[src/rtl/cache_ctrl_nway.sv]
// Control FSM for an N-way set-associative, write-back, write-allocate cache.
// Picks a victim by lowest-invalid way, otherwise by tree pseudo-LRU, and
// sequences the multi-beat write-back and refill transfers.
// Optional hit/miss counters are enabled by defining CACHE_CTRL_PERF_CNT_EN.
module cache_ctrl_nway #(
  parameter int unsigned WAYS  = 2,
  parameter int unsigned BEATS = 1,
  parameter int unsigned CNT_W = 32,
  localparam int unsigned BW   = (BEATS > 1) ? $clog2(BEATS) : 1,
  localparam int unsigned WW   = $clog2(WAYS)
) (
  input  logic             i_clk,
  input  logic             i_rst,
  input  logic             i_mem_read,
  input  logic             i_mem_write,
  output logic             o_mem_resp,
  input  logic [WAYS-1:0]  i_hit,
  input  logic [WAYS-1:0]  i_valid,
  input  logic [WAYS-1:0]  i_dirty,
  output logic [WW-1:0]    o_way_sel,
  output logic [BW-1:0]    o_beat,
  output logic             o_load_data,
  output logic             o_load_tag,
  output logic             o_set_valid,
  output logic             o_set_dirty,
  output logic             o_set_clean,
  output logic             o_pmem_read,
  output logic             o_pmem_write,
  input  logic             i_pmem_resp,
  output logic [CNT_W-1:0] o_hit_cnt,
  output logic [CNT_W-1:0] o_miss_cnt
);

  typedef enum logic [1:0] {StIdle, StCompare, StWriteBack, StAllocate} state_e;

  localparam logic [BW-1:0] LastBeat = BW'(BEATS - 1);

  state_e          r_state, w_state_nxt;
  logic [BW-1:0]   r_beat, w_beat_nxt;
  logic [WW-1:0]   r_victim, w_victim_nxt, w_victim, w_hit_way;
  logic [WAYS-2:0] r_plru, w_plru_nxt;
  logic            w_hit_any;

  // Lowest set bit of a way vector.
  function automatic logic [WW-1:0] first_set(input logic [WAYS-1:0] v);
    logic [WW-1:0] idx;
    idx = '0;
    for (int i = WAYS - 1; i >= 0; i--) begin
      if (v[i]) idx = WW'(i);
    end
    return idx;
  endfunction

  // Walk the tree: a 0 bit points left, a 1 bit points right, towards the LRU side.
  function automatic logic [WW-1:0] plru_victim(input logic [WAYS-2:0] tree);
    logic [WW-1:0] way;
    int unsigned   node;
    logic          b;
    way  = '0;
    node = 0;
    for (int lvl = 0; lvl < WW; lvl++) begin
      b    = tree[WW'(node)];
      way  = (way << 1) | WW'(b);
      node = 2 * node + 1 + {31'b0, b};
    end
    return way;
  endfunction

  // Point every node on the path to this way away from it.
  function automatic logic [WAYS-2:0] plru_touch(input logic [WAYS-2:0] tree,
                                                 input logic [WW-1:0] way);
    logic [WAYS-2:0] t;
    logic [WW-1:0]   w;
    int unsigned     node;
    logic            b;
    t    = tree;
    w    = way;
    node = 0;
    for (int lvl = 0; lvl < WW; lvl++) begin
      b              = w[WW-1];
      w              = w << 1;
      t[WW'(node)]   = ~b;
      node           = 2 * node + 1 + {31'b0, b};
    end
    return t;
  endfunction

  // State, beat, victim and PLRU registers.
  always_ff @(posedge i_clk or posedge i_rst) begin
    if (i_rst) begin
      r_state  <= StIdle;
      r_beat   <= '0;
      r_victim <= '0;
      r_plru   <= '0;
    end else begin
      r_state  <= w_state_nxt;
      r_beat   <= w_beat_nxt;
      r_victim <= w_victim_nxt;
      r_plru   <= w_plru_nxt;
    end
  end

  // Next-state and strobe decode.
  always_comb begin
    w_state_nxt  = r_state;
    w_beat_nxt   = r_beat;
    w_victim_nxt = r_victim;
    w_plru_nxt   = r_plru;
    o_mem_resp   = 1'b0;
    o_way_sel    = '0;
    o_load_data  = 1'b0;
    o_load_tag   = 1'b0;
    o_set_valid  = 1'b0;
    o_set_dirty  = 1'b0;
    o_set_clean  = 1'b0;
    o_pmem_read  = 1'b0;
    o_pmem_write = 1'b0;
    w_hit_any    = |i_hit;
    w_hit_way    = first_set(i_hit);
    w_victim     = (&i_valid) ? plru_victim(r_plru) : first_set(~i_valid);

    unique case (r_state)
      StIdle: begin
        if (i_mem_read || i_mem_write) w_state_nxt = StCompare;
      end
      StCompare: begin
        if (w_hit_any) begin
          o_way_sel   = w_hit_way;
          o_mem_resp  = 1'b1;
          // Read+write together is treated as a write.
          o_set_dirty = i_mem_write;
          w_plru_nxt  = plru_touch(r_plru, w_hit_way);
          w_state_nxt = StIdle;
        end else begin
          w_victim_nxt = w_victim;
          w_state_nxt  = i_dirty[w_victim] ? StWriteBack : StAllocate;
        end
      end
      StWriteBack: begin
        o_pmem_write = 1'b1;
        o_way_sel    = r_victim;
        if (i_pmem_resp) begin
          if (r_beat == LastBeat) begin
            o_set_clean = 1'b1;
            w_beat_nxt  = '0;
            w_state_nxt = StAllocate;
          end else begin
            w_beat_nxt = r_beat + 1'b1;
          end
        end
      end
      StAllocate: begin
        o_pmem_read = 1'b1;
        o_way_sel   = r_victim;
        if (i_pmem_resp) begin
          o_load_data = 1'b1;
          if (r_beat == LastBeat) begin
            o_load_tag  = 1'b1;
            o_set_valid = 1'b1;
            w_beat_nxt  = '0;
            w_state_nxt = StCompare;
          end else begin
            w_beat_nxt = r_beat + 1'b1;
          end
        end
      end
      default: w_state_nxt = StIdle;
    endcase
  end

  assign o_beat = r_beat;

`ifdef CACHE_CTRL_PERF_CNT_EN
  logic             r_refill;
  logic [CNT_W-1:0] r_hit_cnt, r_miss_cnt;

  // Saturating counters; r_refill marks a compare that follows a refill.
  always_ff @(posedge i_clk or posedge i_rst) begin
    if (i_rst) begin
      r_refill   <= 1'b0;
      r_hit_cnt  <= '0;
      r_miss_cnt <= '0;
    end else begin
      if (r_state == StIdle && w_state_nxt == StCompare) begin
        r_refill <= 1'b0;
      end else if (r_state == StAllocate && w_state_nxt == StCompare) begin
        r_refill <= 1'b1;
      end
      if (r_state == StCompare && w_hit_any && !r_refill && !(&r_hit_cnt)) begin
        r_hit_cnt <= r_hit_cnt + 1'b1;
      end
      if (r_state == StCompare && !w_hit_any && !(&r_miss_cnt)) begin
        r_miss_cnt <= r_miss_cnt + 1'b1;
      end
    end
  end

  assign o_hit_cnt  = r_hit_cnt;
  assign o_miss_cnt = r_miss_cnt;
`else
  assign o_hit_cnt  = '0;
  assign o_miss_cnt = '0;
`endif

endmodule

[config.mk]
export PLATFORM = sky130hd
export DESIGN_NAME = cache_ctrl_nway
export DESIGN_NICKNAME = d
export VERILOG_FILES = /design/src/rtl/cache_ctrl_nway.sv
export SDC_FILE = /design/constraint.sdc
export NUM_CORES = 1
export LEC_CHECK = 0
export BUFFER_PORTS_ARGS = -buffer_cell sky130_fd_sc_hd__buf_2
export CAP_MARGIN = 20
export CORE_MARGIN = 3
export CORE_UTILIZATION = 36
export CTS_CLUSTER_DIAMETER = 100
export CTS_CLUSTER_SIZE = 40
export DETAILED_ROUTE_END_ITERATION = 8
export GPL_TIMING_DRIVEN = 0
export PLACE_DENSITY = 0.79
export RECOVER_POWER = 25
export SLEW_MARGIN = 10
export SYNTH_ARGS = -nofsm -noshare
export SYNTH_HDL_FRONTEND = slang
export SYNTH_SLANG_ARGS = --single-unit
[constraint.sdc]
create_clock -name i_clk -period 1.85 [get_ports i_clk]
set_clock_uncertainty 0.2 [all_clocks]
set_input_delay 0.2775 -clock i_clk [delete_from_list [all_inputs] [get_ports i_clk]]
set_output_delay 0.2775 -clock i_clk [all_outputs]
set_load 0.01 [all_outputs]
==> impl_metrics.env, run 1 <==
export IMPL_outcome="finished, final reports clean"
export IMPL_fp_dieW_um=54.5
export IMPL_critPathKind="reg -> out"
export IMPL_muxShareOfSynthArea_pct=2.66
export IMPL_timing_fmax_mhz=547
export IMPL_yosys_area_share_adder_pct=7.39
export IMPL_synth_xor_area_share_pct=0
export IMPL_rsz0062_at_grt="yes"
export IMPL_insertion_delay_ns=0.23
export IMPL_endpoint_kind="output port"
export IMPL_drc=0
export IMPL_dp_hpwl_um=1420
export IMPL_final_common_cell="buf_4"
export IMPL_start_kind="flip-flop"
export IMPL_p_switching_uw=359
export IMPL_cts_made_buffers=3
export IMPL_rows=16
export IMPL_arrival_ns=1.35
export IMPL_antenna_found_initial=0
export IMPL_power_frac_comb_pct=68.4
export IMPL_mostFrequentLayoutCells="buf_4, conb_1, buf_2"
export IMPL_netlist_area_um2=847
export IMPL_ir_drop_v=0.000425
export IMPL_final_max_slew_viol_count=0
export IMPL_clockBufferDepth=2
export IMPL_grt_pass1_vias=485
export IMPL_nNetsFinal=214
export IMPL_syn_inst=106
export IMPL_grt_use_total_pct=9.15
export IMPL_area_growth_pct=54.7
export IMPL_synth_area_per_cell_um2=7.99
export IMPL_vias_per_cell=3.06
export IMPL_num_vias=683
export IMPL_cap_violations=0
export IMPL_ys_ff_latch=4
export IMPL_dr_first_iter_drc_count=5
export IMPL_power_density_nw_per_um2=693
export IMPL_holdCritPathClass="in -> reg"
export IMPL_clock_sinks=4
export IMPL_yosys_area_share_simple_pct=9.90
export IMPL_dp_slack_ns=0.0496
export IMPL_ctsHtreeMaxLevel=1
export IMPL_synth_distinct_cells=18
export IMPL_seqPwrFrac_pct=20.0
export IMPL_synth_compound_area_share_pct=6.65
export IMPL_num_antenna_cells=0
export IMPL_fin_ws_ns=0.0205
export IMPL_initial_core_util_pct=40.7
export IMPL_layout_drive_gt1_share_pct=53.1
export IMPL_drt_total_wl_um=1540
export IMPL_post_route_period_util_pct=98.9
export IMPL_grt_max_degree=6
export IMPL_gp_congestion=0.669
export IMPL_finalCriticalPeriod_ns=1.83
export IMPL_required_ns=1.37
export IMPL_numPortBuffers=19
export IMPL_holdWs_ns=0.122
export IMPL_synth_top_family_by_area="buffers and inverters"
export IMPL_dieHeight_um=54.5
export IMPL_switching_share_pct=39.5
export IMPL_cts_tree="yes"
export IMPL_dr_pass1_iters=4
export IMPL_die_area_um2=2970
export IMPL_io_pins=85
export IMPL_hold_viol_final=0
export IMPL_detail_route_wl_per_cell_um=6.90
export IMPL_coreArea_um2=2080
export IMPL_crit_fanout=4
export IMPL_p_int_uw=549
export IMPL_seq_area_frac_synth_pct=11.8
export IMPL_clkTransAtPathRegs_ns=0.04
export IMPL_leakage_uw=0.000858
export IMPL_setup_violations=0
export IMPL_ys_warnings_count=0
export IMPL_postRouteAntennaNets=0
export IMPL_cts_root_buffer="clkbuf_4"
export IMPL_grt_pass1_wl_um=1910
export IMPL_power_frac_clock_pct=11.6
export IMPL_grt_overflow=0
-- layer usage --
metal / vias to the layer above / GRT usage (%) / part of all wire [%]
li1: 378 / - / -
met4: 0 / 7.47 / 1.6
met5: - / 0 / 0
met3: 4 / 3.00 / 18
met2: 52 / 15.9 / 49
met1: 249 / 8.65 / 31
-- critical path: stages (launching register included) --
cell	delay (ns)
dfrtp_2	0.42
buf_6	0.13
ha_4	0.16
nor2b_1	0.13
and2_1	0.15
buf_2	0.13
-- synth_stat cells --
cell       n  share of area, %
o21a_1     1              0.89
mux2_2     1               1.3
nand2b_4   1               1.6
nor2b_1    1              0.74
and2_1     3               2.2
conb_1     1              0.44
inv_1      4               1.8
dfrtp_1    4                12
a22o_2     1               1.2
nor2_1     4               1.8
nand2_1    5               2.2
mux2_1     1               1.3
and3_4     1               1.3
o311ai_1   1               1.0
a21boi_0   2               1.8
o21ai_0    3               1.8
buf_4     67                59
ha_1       5               7.4
-- layout make-up --
type                       instances  area [um2]
fill                             209         772
buffer                            67         503
clock buffer                       3        22.5
inverter                           4        17.5
tap                               27        33.8
timing repair buffer              23         131
multi-input combinational         95         499
sequential                         4         103
-- what timing repair did --
item	in CTS	in global routing
pin swaps	0	2
hold endpoints to repair	4	0
endpoints found under the setup margin	2	5
resized for setup	5	8
buffers inserted	1	2
hold buffers	1	0
-- power groups by stage --
stage | combinational, uW | sequential [uW] | clock (uW)
finish | 621 | 182 | 105
global route | 700 | 189 | 115
CTS | 564 | 164 | 113
detailed placement | 519 | 164 | 0
global placement | 509 | 162 | 0
floorplan | 418 | 156 | 0
-- per-stage QoR --
stage | utilization, % | cell area, um2 | total power, uW | TNS [ns] | cells
6_report | 62.9 | 1310 | 907 | 0 | 223
2_1_floorplan | - | 1090 | 573 | 0 | 170
3_3_place_gp | 58.4 | 1220 | 671 | 0 | 216
5_1_grt | 62.9 | 1310 | 1000 | -0.0852 | 223
3_5_place_dp | 58.4 | 1220 | 683 | 0 | 216
4_1_cts | 61.1 | 1270 | 840 | -0.00476 | 221
-- cell families after synthesis --
group	Yosys count
compound gates	8
other cells	1
simple gates	15
fa+ha+maj	5
flops	4
buf+inv	71
mux	2
-- sequential cells by signal, indices dropped and copies added, names as in the netlist --
register	count
r_plru	1
r_state	2
r_victim	1
-- worst paths after layout --
path | depth (start not counted) | startpoint | slack, ns | to
max | 5 | r_state[0] | 0.02 | o_set_dirty
min reg2reg | 2 | r_victim | 0.28 | r_victim
min | 2 | i_hit[0] | 0.12 | r_plru
max in group asynchronous | 3 | i_rst | 1.03 | r_state[0]
min in group asynchronous | 3 | i_rst | 0.26 | r_victim
max reg2reg | 5 | r_state[0] | 0.16 | r_state[1]
No activity file was read; power rests on OpenSTA's default activity.
==> run 2, diff against run 1 <==
--- a/config.mk
+++ b/config.mk
@@ -8,12 +8,13 @@
 export BUFFER_PORTS_ARGS = -buffer_cell sky130_fd_sc_hd__buf_2
 export CAP_MARGIN = 20
 export CORE_MARGIN = 3
-export CORE_UTILIZATION = 36
+export CORE_UTILIZATION = 37
+export CTS_BUF_LIST = sky130_fd_sc_hd__clkbuf_4 sky130_fd_sc_hd__clkbuf_8
 export CTS_CLUSTER_DIAMETER = 100
 export CTS_CLUSTER_SIZE = 40
 export DETAILED_ROUTE_END_ITERATION = 8
 export GPL_TIMING_DRIVEN = 0
-export PLACE_DENSITY = 0.79
+export PLACE_DENSITY = 0.81
 export RECOVER_POWER = 25
 export SLEW_MARGIN = 10
 export SYNTH_ARGS = -nofsm -noshare
==> impl_metrics.env, run 2 (synthesized netlist as in run 1, its figures left out) <==
export IMPL_holdCritPathClass="in -> reg"
export IMPL_largest_register_ffs=2
export IMPL_regMostFlops="r_state"
export IMPL_hold_viol_final=0
export IMPL_post_route_period_util_pct=98.8
export IMPL_outcome="finished, final reports clean"
export IMPL_gp_congestion=0.636
export IMPL_path_buf_inv=2
export IMPL_final_core_util_pct=63.0
export IMPL_final_cells=222
export IMPL_timing_fmax_mhz=547
export IMPL_grt_overflow=0
export IMPL_cts_root_buffer="clkbuf_4"
export IMPL_coreArea_um2=2060
export IMPL_layout_drive_gt1_share_pct=51.8
export IMPL_drc=0
export IMPL_ir_drop_v=0.000348
export IMPL_slowest_stage="dfrtp_1"
export IMPL_required_ns=1.37
export IMPL_ctsHtreeMaxLevel=1
export IMPL_num_antenna_cells=0
export IMPL_final_max_slew_viol_count=0
export IMPL_reg2reg_from="r_state[0]"
export IMPL_vias_per_cell=3.08
export IMPL_insertion_delay_ns=0.24
export IMPL_rsz0062_at_grt="yes"
export IMPL_cts_tree="yes"
export IMPL_grt_pass1_vias=529
export IMPL_num_vias=683
export IMPL_crit_chain="buf_6 -> ha_4 -> nor2b_1 -> and2_1 -> buf_2"
export IMPL_numPortBuffers=19
export IMPL_dp_cells=216
export IMPL_clock_sinks=4
export IMPL_rows=16
export IMPL_final_common_cell="buf_4"
export IMPL_area_growth_pct=53.3
export IMPL_io_pins=85
export IMPL_detail_route_wl_per_cell_um=7.18
export IMPL_start_kind="flip-flop"
export IMPL_power_density_nw_per_um2=681
export IMPL_dp_hpwl_um=1470
export IMPL_tns_ns=0
export IMPL_die_area_um2=2900
export IMPL_leakage_uw=0.000854
export IMPL_arrival_ns=1.35
export IMPL_crit_family="flip-flops"
export IMPL_crit_fanout=4
export IMPL_fp_dieW_um=53.8
export IMPL_nNetsFinal=213
export IMPL_mostFrequentLayoutCells="buf_4, conb_1, buf_2"
export IMPL_finalCriticalPeriod_ns=1.83
export IMPL_critPathKind="reg -> out"
export IMPL_drt_total_wl_um=1600
export IMPL_antenna_found_initial=0
export IMPL_initial_core_util_pct=41.1
export IMPL_cts_made_buffers=3
export IMPL_clockBufferDepth=2
export IMPL_grt_use_total_pct=9.93
export IMPL_clkTransAtPathRegs_ns=0.04
export IMPL_postRouteAntennaNets=0
export IMPL_dieHeight_um=53.8
export IMPL_endpoint_kind="output port"
export IMPL_slowest_delay_ns=0.42
export IMPL_dr_first_iter_drc_count=0
export IMPL_hold_path_startpoint="i_hit[0]"
export IMPL_cap_violations=0
export IMPL_reg_top3="r_state: 2 flops, r_plru: 1 flops, r_victim: 1 flops"
export IMPL_grt_pass1_wl_um=2010
export IMPL_startpoint="r_state[0]"
export IMPL_setup_violations=0
export IMPL_grt_max_degree=6
export IMPL_dr_pass1_iters=1
-- run 2: changes by cell type in the layout (fill, tap and decap cells not counted) --
cell	delta
nand2_1	+1
buf_4	-1
dfrtp_2	-1
dfrtp_1	+1
nand2_2	-1
-- run 2: routing by layer --
layer	up-vias	routed length [um]	GRT usage [%]
met4	0	38	8.94
met3	4	311	4.71
li1	378	-	-
met1	245	485	7.96
met5	-	0	0
met2	56	760	17.5
-- run 2: final timing paths --
check                              end  slack (ns)  depth (start not counted)
setup / recovery           o_set_dirty        0.02                          5
hold / removal                  r_plru        0.11                          2
setup reg to reg            r_state[1]        0.15                          5
hold reg to reg               r_victim        0.30                          2
max in group asynchronous   r_state[1]        1.03                          3
min in group asynchronous       r_plru        0.26                          3
-- run 2: area by class of cell --
type / count / area, um2
Timing Repair Buffer: 22 / 124
Sequential cell: 4 / 101
Tap cell: 27 / 33.8
Buffer: 67 / 503
Clock buffer: 3 / 22.5
Inverter: 4 / 17.5
Fill cell: 191 / 763
Multi-Input combinational cell: 95 / 497
-- run 2: where the power goes --
part	total (uW)	internal [uW]	switching [uW]	leakage, uW
clock	107	72.5	34.9	0.0000138
sequential	180	133	46.9	0.0000476
combinational	597	323	274	0.000793
total	884	529	356	0.000854
-- run 2: what timing repair did --
item / in CTS / in global routing
endpoints found under the setup margin: 1 / 4
buffers inserted: 2 / 0
pin swaps: 0 / 0
endpoints found under the hold margin: 4 / 0
resized for setup: 5 / 6
hold buffers: 1 / 0
gates cloned: 0 / 0
-- run 2: per-stage QoR --
step                      hold slack (ns)  area (um2)  power (uW)  worst slack (ns)
final                               0.112        1300         884            0.0220
after global placement            -0.0371        1220         668            0.0795
after floorplan                    -0.156        1090         573             0.153
after global routing                0.125        1300         953           -0.0192
after detailed placement          -0.0334        1220         680            0.0659
after CTS                           0.104        1280         855           0.00869
==> run 3, diff against run 2 <==
==> constraint.sdc (replaced) <==
create_clock -name i_clk -period 1.85 [get_ports i_clk]
set_clock_uncertainty 0.2 [all_clocks]
set_input_delay 0.2775 -clock i_clk [delete_from_list [all_inputs] [get_ports i_clk]]
set_output_delay 0.2775 -clock i_clk [all_outputs]
set_load 0.02 [all_outputs]
==> impl_metrics.env, run 3 (synthesized netlist as in run 1, its figures left out) <==
export IMPL_finalCriticalPeriod_ns=1.83
export IMPL_grt_overflow=0
export IMPL_required_ns=1.37
export IMPL_fin_ws_ns=0.0187
export IMPL_cts_root_buffer="clkbuf_4"
export IMPL_area_growth_pct=57.2
export IMPL_final_max_slew_viol_count=0
export IMPL_detail_route_wl_per_cell_um=7.66
export IMPL_post_dp_cell_area_um2=1220
export IMPL_dr_first_iter_drc_count=0
export IMPL_initial_core_util_pct=41.1
export IMPL_cts_made_buffers=3
export IMPL_dieHeight_um=53.8
export IMPL_dr_pass1_iters=1
export IMPL_power_frac_clock_pct=10.2
export IMPL_dp_slack_ns=0.0659
export IMPL_outcome="finished, final reports clean"
export IMPL_post_route_period_util_pct=99.0
export IMPL_grt_pass1_vias=532
export IMPL_startpoint="r_state[1]"
export IMPL_timing_fmax_mhz=546
export IMPL_dp_hpwl_um=1470
export IMPL_power_density_nw_per_um2=789
export IMPL_seqPwrFrac_pct=17.3
export IMPL_drt_total_wl_um=1720
export IMPL_crit_family="flip-flops"
export IMPL_cts_tree="yes"
export IMPL_ctsHtreeMaxLevel=1
export IMPL_ir_drop_v=0.000391
export IMPL_drc=0
export IMPL_switching_share_pct=45.0
export IMPL_hold_viol_final=0
export IMPL_largest_register_ffs=2
export IMPL_r2r_end="r_state[1]"
export IMPL_insertion_delay_ns=0.24
export IMPL_num_vias=701
export IMPL_coreArea_um2=2060
export IMPL_rrSetupSlack_ns=0.10
export IMPL_crit_chain="inv_4 -> ha_4 -> nand2_2 -> o21a_1 -> nor2_1 -> buf_4"
export IMPL_slowest_delay_ns=0.44
export IMPL_vias_per_cell=3.13
export IMPL_grt_pass1_wl_um=2020
export IMPL_numPortBuffers=19
export IMPL_gp_congestion=0.636
export IMPL_nNetsFinal=215
export IMPL_p_switching_uw=473
export IMPL_reg2reg_from="r_state[0]"
export IMPL_finalPower_uw=1050
export IMPL_regMostFlops="r_state"
export IMPL_slowest_stage="dfrtp_2"
export IMPL_crit_cells=6
export IMPL_num_antenna_cells=0
export IMPL_path_buf_inv=2
export IMPL_clkTransAtPathRegs_ns=0.04
export IMPL_clockBufferDepth=2
export IMPL_mostFrequentLayoutCells="buf_4, conb_1, buf_2"
export IMPL_grt_max_degree=6
export IMPL_arrival_ns=1.35
export IMPL_endpoint_kind="output port"
export IMPL_reg_top3="r_state: 2 flops, r_plru: 1 flops, r_victim: 1 flops"
export IMPL_io_pins=85
export IMPL_setup_violations=0
export IMPL_leakage_uw=0.000867
export IMPL_start_kind="flip-flop"
export IMPL_holdWs_ns=0.113
export IMPL_rows=16
export IMPL_final_cells=224
export IMPL_r2r_worst_path_cells=5
export IMPL_fillers=186
export IMPL_antenna_found_initial=0
export IMPL_critPathCapture="o_way_sel"
export IMPL_crit_fanout=4
export IMPL_cap_violations=0
export IMPL_grt_use_total_pct=9.98
export IMPL_layout_drive_gt1_share_pct=53.8
export IMPL_critPathKind="reg -> out"
export IMPL_dp_cells=216
export IMPL_fp_dieW_um=53.8
export IMPL_p_int_uw=577
export IMPL_die_area_um2=2900
export IMPL_rsz0062_at_grt="yes"
export IMPL_design_area_um2=1330
export IMPL_holdCritPathClass="in -> reg"
export IMPL_postRouteAntennaNets=0
export IMPL_clock_sinks=4
export IMPL_final_common_cell="buf_4"
export IMPL_power_frac_comb_pct=72.4
## run 3: per-layer routing
| metal | global-route usage (%) | routed length [um] | vias to the layer above |
|---|---|---|---|
| met5 | 0 | 0 | - |
| met4 | 8.94 | 38 | 0 |
| met3 | 4.99 | 326 | 4 |
| met2 | 17.5 | 864 | 56 |
| met1 | 7.96 | 486 | 257 |
| li1 | - | - | 384 |
## run 3: worst min path at each step
| stage | start | end | slack [ns] | cells past startpoint |
|---|---|---|---|---|
| floorplan | i_rst | r_plru | -0.16 | 1 |
| finish | i_hit[0] | r_plru | 0.11 | 2 |
| CTS | i_hit[0] | r_plru | 0.10 | 2 |
| global placement | i_rst | r_state[0] | -0.04 | 2 |
| global route | i_hit[0] | r_plru | 0.13 | 2 |
| detailed placement | i_rst | r_state[1] | -0.03 | 2 |
## run 3: repair_timing
action                     4_1_cts  5_1_grt
setup endpoints to repair        2        4
hold buffers                     1        0
pin swaps                        0        2
gates resized for setup          9        8
hold endpoints to repair         4        0
setup buffers                    2        2
## run 3: per-stage QoR
stage               utilization, %  TNS, ns
finish                        64.6        0
floorplan                        -        0
CTS                           62.4        0
detailed placement            59.0        0
global route                  64.6  -0.0498
global placement              59.0        0
## run 3: power groups by stage
| stage | Sequential (uW) | Combinational, uW | Clock, uW |
|---|---|---|---|
| finish | 182 | 761 | 107 |
| global route | 186 | 818 | 114 |
| CTS | 169 | 689 | 113 |
| detailed placement | 166 | 612 | 0 |
| global placement | 162 | 603 | 0 |
| floorplan | 156 | 516 | 0 |
## run 3: area by class of cell
cell class,count,area [um2],area share (%)
sequential,4,101,7.61
clock buffer,3,22.5,1.69
timing repair buffer,24,148,11.1
tap,27,33.8,2.54
multi-input combinational,95,505,38.0
inverter,4,17.5,1.32
buffer,67,503,37.8
